<file path="src/rtl/truth_table_sequencer_if.sv">
// Host/FUT-side bundle for truth_table_sequencer; the slave modport belongs to the sequencer.
// Optional TRUTH_TABLE_CHECK_EN adds the expected/mismatch/fail_idx signals.
interface truth_table_sequencer_if #(
  parameter int N_IN = 4
);
  logic                   start;
  logic                   abort;
  logic [N_IN-1:0]        fut_in;
  logic                   fut_out;
  logic                   busy;
  logic                   done;
  logic [(1<<N_IN)-1:0]   truth;
`ifdef TRUTH_TABLE_CHECK_EN
  logic [(1<<N_IN)-1:0]   expected;
  logic                   mismatch;
  logic [N_IN-1:0]        fail_idx;

  modport slave (
    input  start, abort, fut_out, expected,
    output fut_in, busy, done, truth, mismatch, fail_idx
  );
  modport master (
    output start, abort, fut_out, expected,
    input  fut_in, busy, done, truth, mismatch, fail_idx
  );
`else
  modport slave (
    input  start, abort, fut_out,
    output fut_in, busy, done, truth
  );
  modport master (
    output start, abort, fut_out,
    input  fut_in, busy, done, truth
  );
`endif
endinterface

</file>
<file path="src/rtl/truth_table_sequencer.sv">
// Sweeps an N_IN-input function through all input codes and packs its sampled output into truth.
// Optional TRUTH_TABLE_CHECK_EN compares the sweep against a latched expected table.
module truth_table_sequencer #(
  parameter int N_IN   = 4,
  parameter int SETTLE = 1
) (
  input logic                    clk,
  input logic                    rst_n,
  truth_table_sequencer_if.slave bus
);

  localparam int              NV       = 1 << N_IN;
  localparam logic [N_IN:0]   LAST_IDX = (N_IN+1)'(NV - 1);
  localparam logic [3:0]      SETTLE_C = 4'(SETTLE);

  typedef enum logic [1:0] {
    S_IDLE   = 2'd0,
    S_WAIT   = 2'd1,
    S_SAMPLE = 2'd2,
    S_DONE   = 2'd3
  } state_t;

  state_t            r_state;
  logic [N_IN:0]     r_idx;
  logic [3:0]        r_cnt;
  logic [N_IN-1:0]   r_fut_in;
  logic              r_busy;
  logic              r_done;
  logic [NV-1:0]     r_truth;

  state_t            w_vec_state;
  logic [N_IN:0]     w_idx_nxt;

  // A zero settle time skips WAIT entirely and samples on the next edge.
  assign w_vec_state = (SETTLE > 0) ? S_WAIT : S_SAMPLE;
  assign w_idx_nxt   = r_idx + (N_IN+1)'(1);

`ifdef TRUTH_TABLE_CHECK_EN
  logic [NV-1:0]     r_exp;
  logic              r_mismatch;
  logic [N_IN-1:0]   r_fail_idx;
`endif

  always_ff @(posedge clk or negedge rst_n) begin
    if (!rst_n) begin
      r_state    <= S_IDLE;
      r_idx      <= '0;
      r_cnt      <= '0;
      r_fut_in   <= '0;
      r_busy     <= 1'b0;
      r_done     <= 1'b0;
      r_truth    <= '0;
`ifdef TRUTH_TABLE_CHECK_EN
      r_exp      <= '0;
      r_mismatch <= 1'b0;
      r_fail_idx <= '0;
`endif
    end else begin
      r_done <= 1'b0;
      unique case (r_state)
        S_IDLE: begin
          if (bus.start) begin
            r_truth  <= '0;
            r_idx    <= '0;
            r_fut_in <= '0;
            r_cnt    <= SETTLE_C;
            r_busy   <= 1'b1;
            r_state  <= w_vec_state;
`ifdef TRUTH_TABLE_CHECK_EN
            r_exp      <= bus.expected;
            r_mismatch <= 1'b0;
            r_fail_idx <= '0;
`endif
          end
        end

        S_WAIT: begin
          if (bus.abort) begin
            r_fut_in <= '0;
            r_busy   <= 1'b0;
            r_state  <= S_IDLE;
          end else begin
            r_cnt <= r_cnt - 4'd1;
            if (r_cnt == 4'd1) begin
              r_state <= S_SAMPLE;
            end
          end
        end

        S_SAMPLE: begin
          // The capture happens even when this cycle is aborted.
          r_truth[r_idx[N_IN-1:0]] <= bus.fut_out;
`ifdef TRUTH_TABLE_CHECK_EN
          if ((bus.fut_out != r_exp[r_idx[N_IN-1:0]]) && !r_mismatch) begin
            r_mismatch <= 1'b1;
            r_fail_idx <= r_idx[N_IN-1:0];
          end
`endif
          if (bus.abort) begin
            r_fut_in <= '0;
            r_busy   <= 1'b0;
            r_state  <= S_IDLE;
          end else if (r_idx == LAST_IDX) begin
            r_fut_in <= '0;
            r_busy   <= 1'b0;
            r_done   <= 1'b1;
            r_state  <= S_DONE;
          end else begin
            r_idx    <= w_idx_nxt;
            r_fut_in <= w_idx_nxt[N_IN-1:0];
            r_cnt    <= SETTLE_C;
            r_state  <= w_vec_state;
          end
        end

        S_DONE: begin
          r_fut_in <= '0;
          r_state  <= S_IDLE;
        end

        default: begin
          r_state <= S_IDLE;
        end
      endcase
    end
  end

  assign bus.fut_in = r_fut_in;
  assign bus.busy   = r_busy;
  assign bus.done   = r_done;
  assign bus.truth  = r_truth;
`ifdef TRUTH_TABLE_CHECK_EN
  assign bus.mismatch = r_mismatch;
  assign bus.fail_idx = r_fail_idx;
`endif

endmodule

</file>
<file path="src/flat_wrapper.sv">
// flat-port wrapper written by rule: the top's interface ports become plain ports
module truth_table_sequencer_flat 
#(
  parameter int N_IN   = 4,
  parameter int SETTLE = 1
)
  (clk, rst_n, bus_start, bus_abort, bus_fut_out, bus_fut_in, bus_busy, bus_done, bus_truth);
  truth_table_sequencer_if #(.N_IN(N_IN)) bus_i ();
  input logic clk;
  input logic rst_n;
  input wire logic [$bits(bus_i.start)-1:0] bus_start;
  input wire logic [$bits(bus_i.abort)-1:0] bus_abort;
  input wire logic [$bits(bus_i.fut_out)-1:0] bus_fut_out;
  output wire logic [$bits(bus_i.fut_in)-1:0] bus_fut_in;
  output wire logic [$bits(bus_i.busy)-1:0] bus_busy;
  output wire logic [$bits(bus_i.done)-1:0] bus_done;
  output wire logic [$bits(bus_i.truth)-1:0] bus_truth;
  assign bus_i.start = bus_start;
  assign bus_i.abort = bus_abort;
  assign bus_i.fut_out = bus_fut_out;
  assign bus_fut_in = bus_i.fut_in;
  assign bus_busy = bus_i.busy;
  assign bus_done = bus_i.done;
  assign bus_truth = bus_i.truth;
  truth_table_sequencer #(.N_IN(N_IN), .SETTLE(SETTLE)) u_core (.clk(clk), .rst_n(rst_n), .bus(bus_i));
endmodule
</file>
<file path="config.mk">
export PLATFORM = sky130hd
export DESIGN_NAME = truth_table_sequencer_flat
export DESIGN_NICKNAME = d
export VERILOG_FILES = /design/src/rtl/truth_table_sequencer_if.sv /design/src/rtl/truth_table_sequencer.sv /design/src/flat_wrapper.sv
export SDC_FILE = /design/constraint.sdc
export NUM_CORES = 1
export LEC_CHECK = 0
export BUFFER_PORTS_ARGS = -buffer_cell sky130_fd_sc_hd__buf_2
export CAP_MARGIN = 20
export CORE_MARGIN = 2
export CORE_UTILIZATION = 50
export CTS_CLUSTER_DIAMETER = 200
export DETAILED_ROUTE_END_ITERATION = 10
export PLACE_DENSITY_LB_ADDON = 0.12
export SLEW_MARGIN = 20
export SYNTH_ARGS = -nofsm -noshare
export SYNTH_HDL_FRONTEND = slang
export SYNTH_SLANG_ARGS = --single-unit
</file>
<file path="constraint.sdc">
create_clock -name clk -period 3.9 [get_ports clk]
set_clock_uncertainty 0.15 [all_clocks]
set_input_delay 1.17 -clock clk [delete_from_list [all_inputs] [get_ports clk]]
set_output_delay 1.17 -clock clk [all_outputs]
set_load 0.03 [all_outputs]
</file>
==> impl_metrics.ini <==
[outcome]
status = completed

[logic_synthesis]
synth_area_per_cell_um2 = 9.46
synth_edf_count = 0
yosys_warnings = 0
yosys.cell_types.count = 38
async_flop_share = 1.00
ys.flop_type = dfrtp_1
ys_seq_elements = 33
synth_area_mm2 = 0.00190
synth_cells = 201
syn_nets = 218
seq_area_frac_synth = 0.434

[timing]
setup_violations = 0
tightest_slew_ns = 0.798
timing.final.ws_setup_ns = 1.33
whs_ns = 0.338
fin_crit_sh = 0.660
max_slew_margin = 0.452
hold_violations = 0
clock.fmax_mhz = 388
final_max_slew_viol_count = 0
grt_setup_unrepaired = false
fin_crit_ns = 2.57
fin_setup_tns_ns = 0

[critical_path]
slowest_stage = dfrtp_1
crit_arrival_ns = 2.61
cp_num_buf_inv = 0
cpPeakStageDelay_ns = 0.46
critical_path_required_ns = 3.93
cp.depth = 6
worstSetupPathType = flop to flop
r2r_cells = 6
cp-end-kind = flop
cpMostUsedCell = ha_1
critPathMaxFanout = 12
crit_chain = ha_1 -> and3_1 -> ha_1 -> o21a_1 -> or3_4 -> o311ai_1
cp-start-kind = flop
critical-path-top-delay-family = simple AND/OR/NAND/NOR gates

[cts]
cts_root_buf = clkbuf_8
cts_setup_buffers = 0
worstSkewPairLatency_ns = 0.28
cts_resized = 0
htree_levels = 2
cts.clk_slew.worst_paths_ns = 0.07
cts_buffers = 5
hold_buffers = 0
cts_tree = done
clkSinkCount = 33
cts_max_path_buffers = 2

[floorplanning]
dieArea_mm2 = 0.00431
io_pins = 27
start_util = 0.519
rows = 22
die_w_um = 65.7
core_area_mm2 = 0.00366
die_h_um = 65.7

[cells_and_area]
insertedDiodeCount = 0
nets = 239
layout_commonest_cell = dfrtp_1
fill_cells = 341
final_cell_mix = 33 x dfrtp_1, 27 x inv_1, 26 x buf_2
area_growth_pct = 11.7
drive_gt1_frac = 0.194
fin_cells = 270

[detailed_routing]
viasPerCell = 5.73
post_drt_wl_per_cell_um = 14.8
drc = 0
drtIter0Drc = 68
drtPass1Iterations = 4
finalWirelength_mm = 4.00
vias = 1548
drtAntennaViolNets = 0

[place]
placed_cells = 263
dp_slack_ns = 1.20
io_buffers = 26
place_congestion = 0.819
dpl.hpwl_mm = 2.84

[global_route]
grt_pass1_wl_mm = 6.78
first_global_vias = 1457
grt_max_degree = 34
grt_util_met1 = 0.248
grtUsageMet3 = 0.0565
gr-total-overflow = 0
gr-usage-met2 = 0.354
grt_busiest_layer = met2
antenna_found_initial = 0
grtUsageTotal = 0.208

[hold_path]
hold_depth = 1
min_path_type = flop to flop

[power_and_ir_drop]
max-vdd-ir-drop_v = 0.000337
power.density_mw_per_mm2 = 535
leakagePower_nw = 0.970

[flow_run]
cap_violations = 0
==> cells in the mapped netlist (2+ instances only) <==
cell type,count,area (um^2)
or3b_2,4,35.0
nand2_1,7,26.3
mux2i_1,2,20.0
ha_1,12,150
o2bb2ai_1,4,35.0
clkbuf_1,4,15.0
nor4_1,2,12.5
a21oi_1,16,80.1
and3_1,2,12.5
nand4_1,5,31.3
dfrtp_1,33,826
buf_2,8,40.0
mux2_2,2,22.5
nor2b_1,3,18.8
nand3b_1,11,82.6
o21ai_0,4,20.0
nor3_1,2,10.0
o31ai_1,7,52.6
o22ai_1,15,93.8
nand3_1,6,30.0
inv_1,27,101
or2_2,2,12.5
nand2b_1,6,37.5
o221ai_1,2,17.5
o41ai_1,2,17.5
==> per-stage QoR <==
step,utilization,area [um^2],power [W]
floorplan,-,1900,0.000782
global placement,0.556,2040,0.000872
detailed placement,0.556,2040,0.000883
CTS,0.580,2120,0.00114
global route,0.580,2120,0.00123
finish,0.580,2120,0.00113
==> report_power, final <==
group | internal, W | total (W) | leakage, nW | switching [W]
Sequential | 0.000387 | 0.000430 | 0.450 | 0.0000435
Combinational | 0.000174 | 0.000448 | 0.476 | 0.000274
Clock | 0.000140 | 0.000256 | 0.0443 | 0.000117
Total | 0.000700 | 0.00113 | 0.970 | 0.000434
==> registers in the layout, indices dropped and copies added (netlist names) <==
name and flops:
u_core.bus.truth 16, u_core.bus.done 1, u_core.r_idx 5, u_core.bus.fut_in 4
u_core.bus.busy 1, u_core.r_state 2, u_core.r_cnt 4
==> path summary, 6_finish.rpt <==
path                                      startpoint                   end  slack [ns]
min in group asynchronous                      rst_n   u_core.bus.truth[8]        0.79
worst min register to register  u_core.bus.fut_in[0]  u_core.bus.fut_in[0]        0.34
worst min-delay path            u_core.bus.fut_in[0]  u_core.bus.fut_in[0]        0.34
worst max-delay path                 u_core.r_idx[0]       u_core.r_cnt[1]        1.33
worst max register to register       u_core.r_idx[0]       u_core.r_cnt[1]        1.33
max in group asynchronous                      rst_n  u_core.bus.fut_in[0]        2.34
==> metal layers <==
layer / up-vias / wire (um)
met1: 756 / 1730
met5: - / 0
li1: 752 / -
met4: 0 / 26
met3: 4 / 161
met2: 36 / 2080
==> final cells by class <==
type                            count  area, um^2  share of cell area
Sequential cell                    33         826               0.389
Timing Repair Buffer               28         145              0.0684
Multi-Input combinational cell    127         903               0.426
Clock buffer                        7        86.3              0.0407
Inverter                           27         101              0.0478
Tap cell                           48        60.1              0.0283
==> logic make-up (layout without fill, tap and decap cells) <==
family | after synthesis | count (layout) | share of synthesized area
buf+inv | 41 | 62 | 0.0902
fa+ha+maj | 12 | 12 | 0.0790
xor+xnor | 2 | 2 | 0.00922
compound gates | 56 | 56 | 0.190
flops | 33 | 33 | 0.434
mux | 4 | 4 | 0.0224
simple gates | 53 | 53 | 0.174
(Power assumes the default switching activity.)
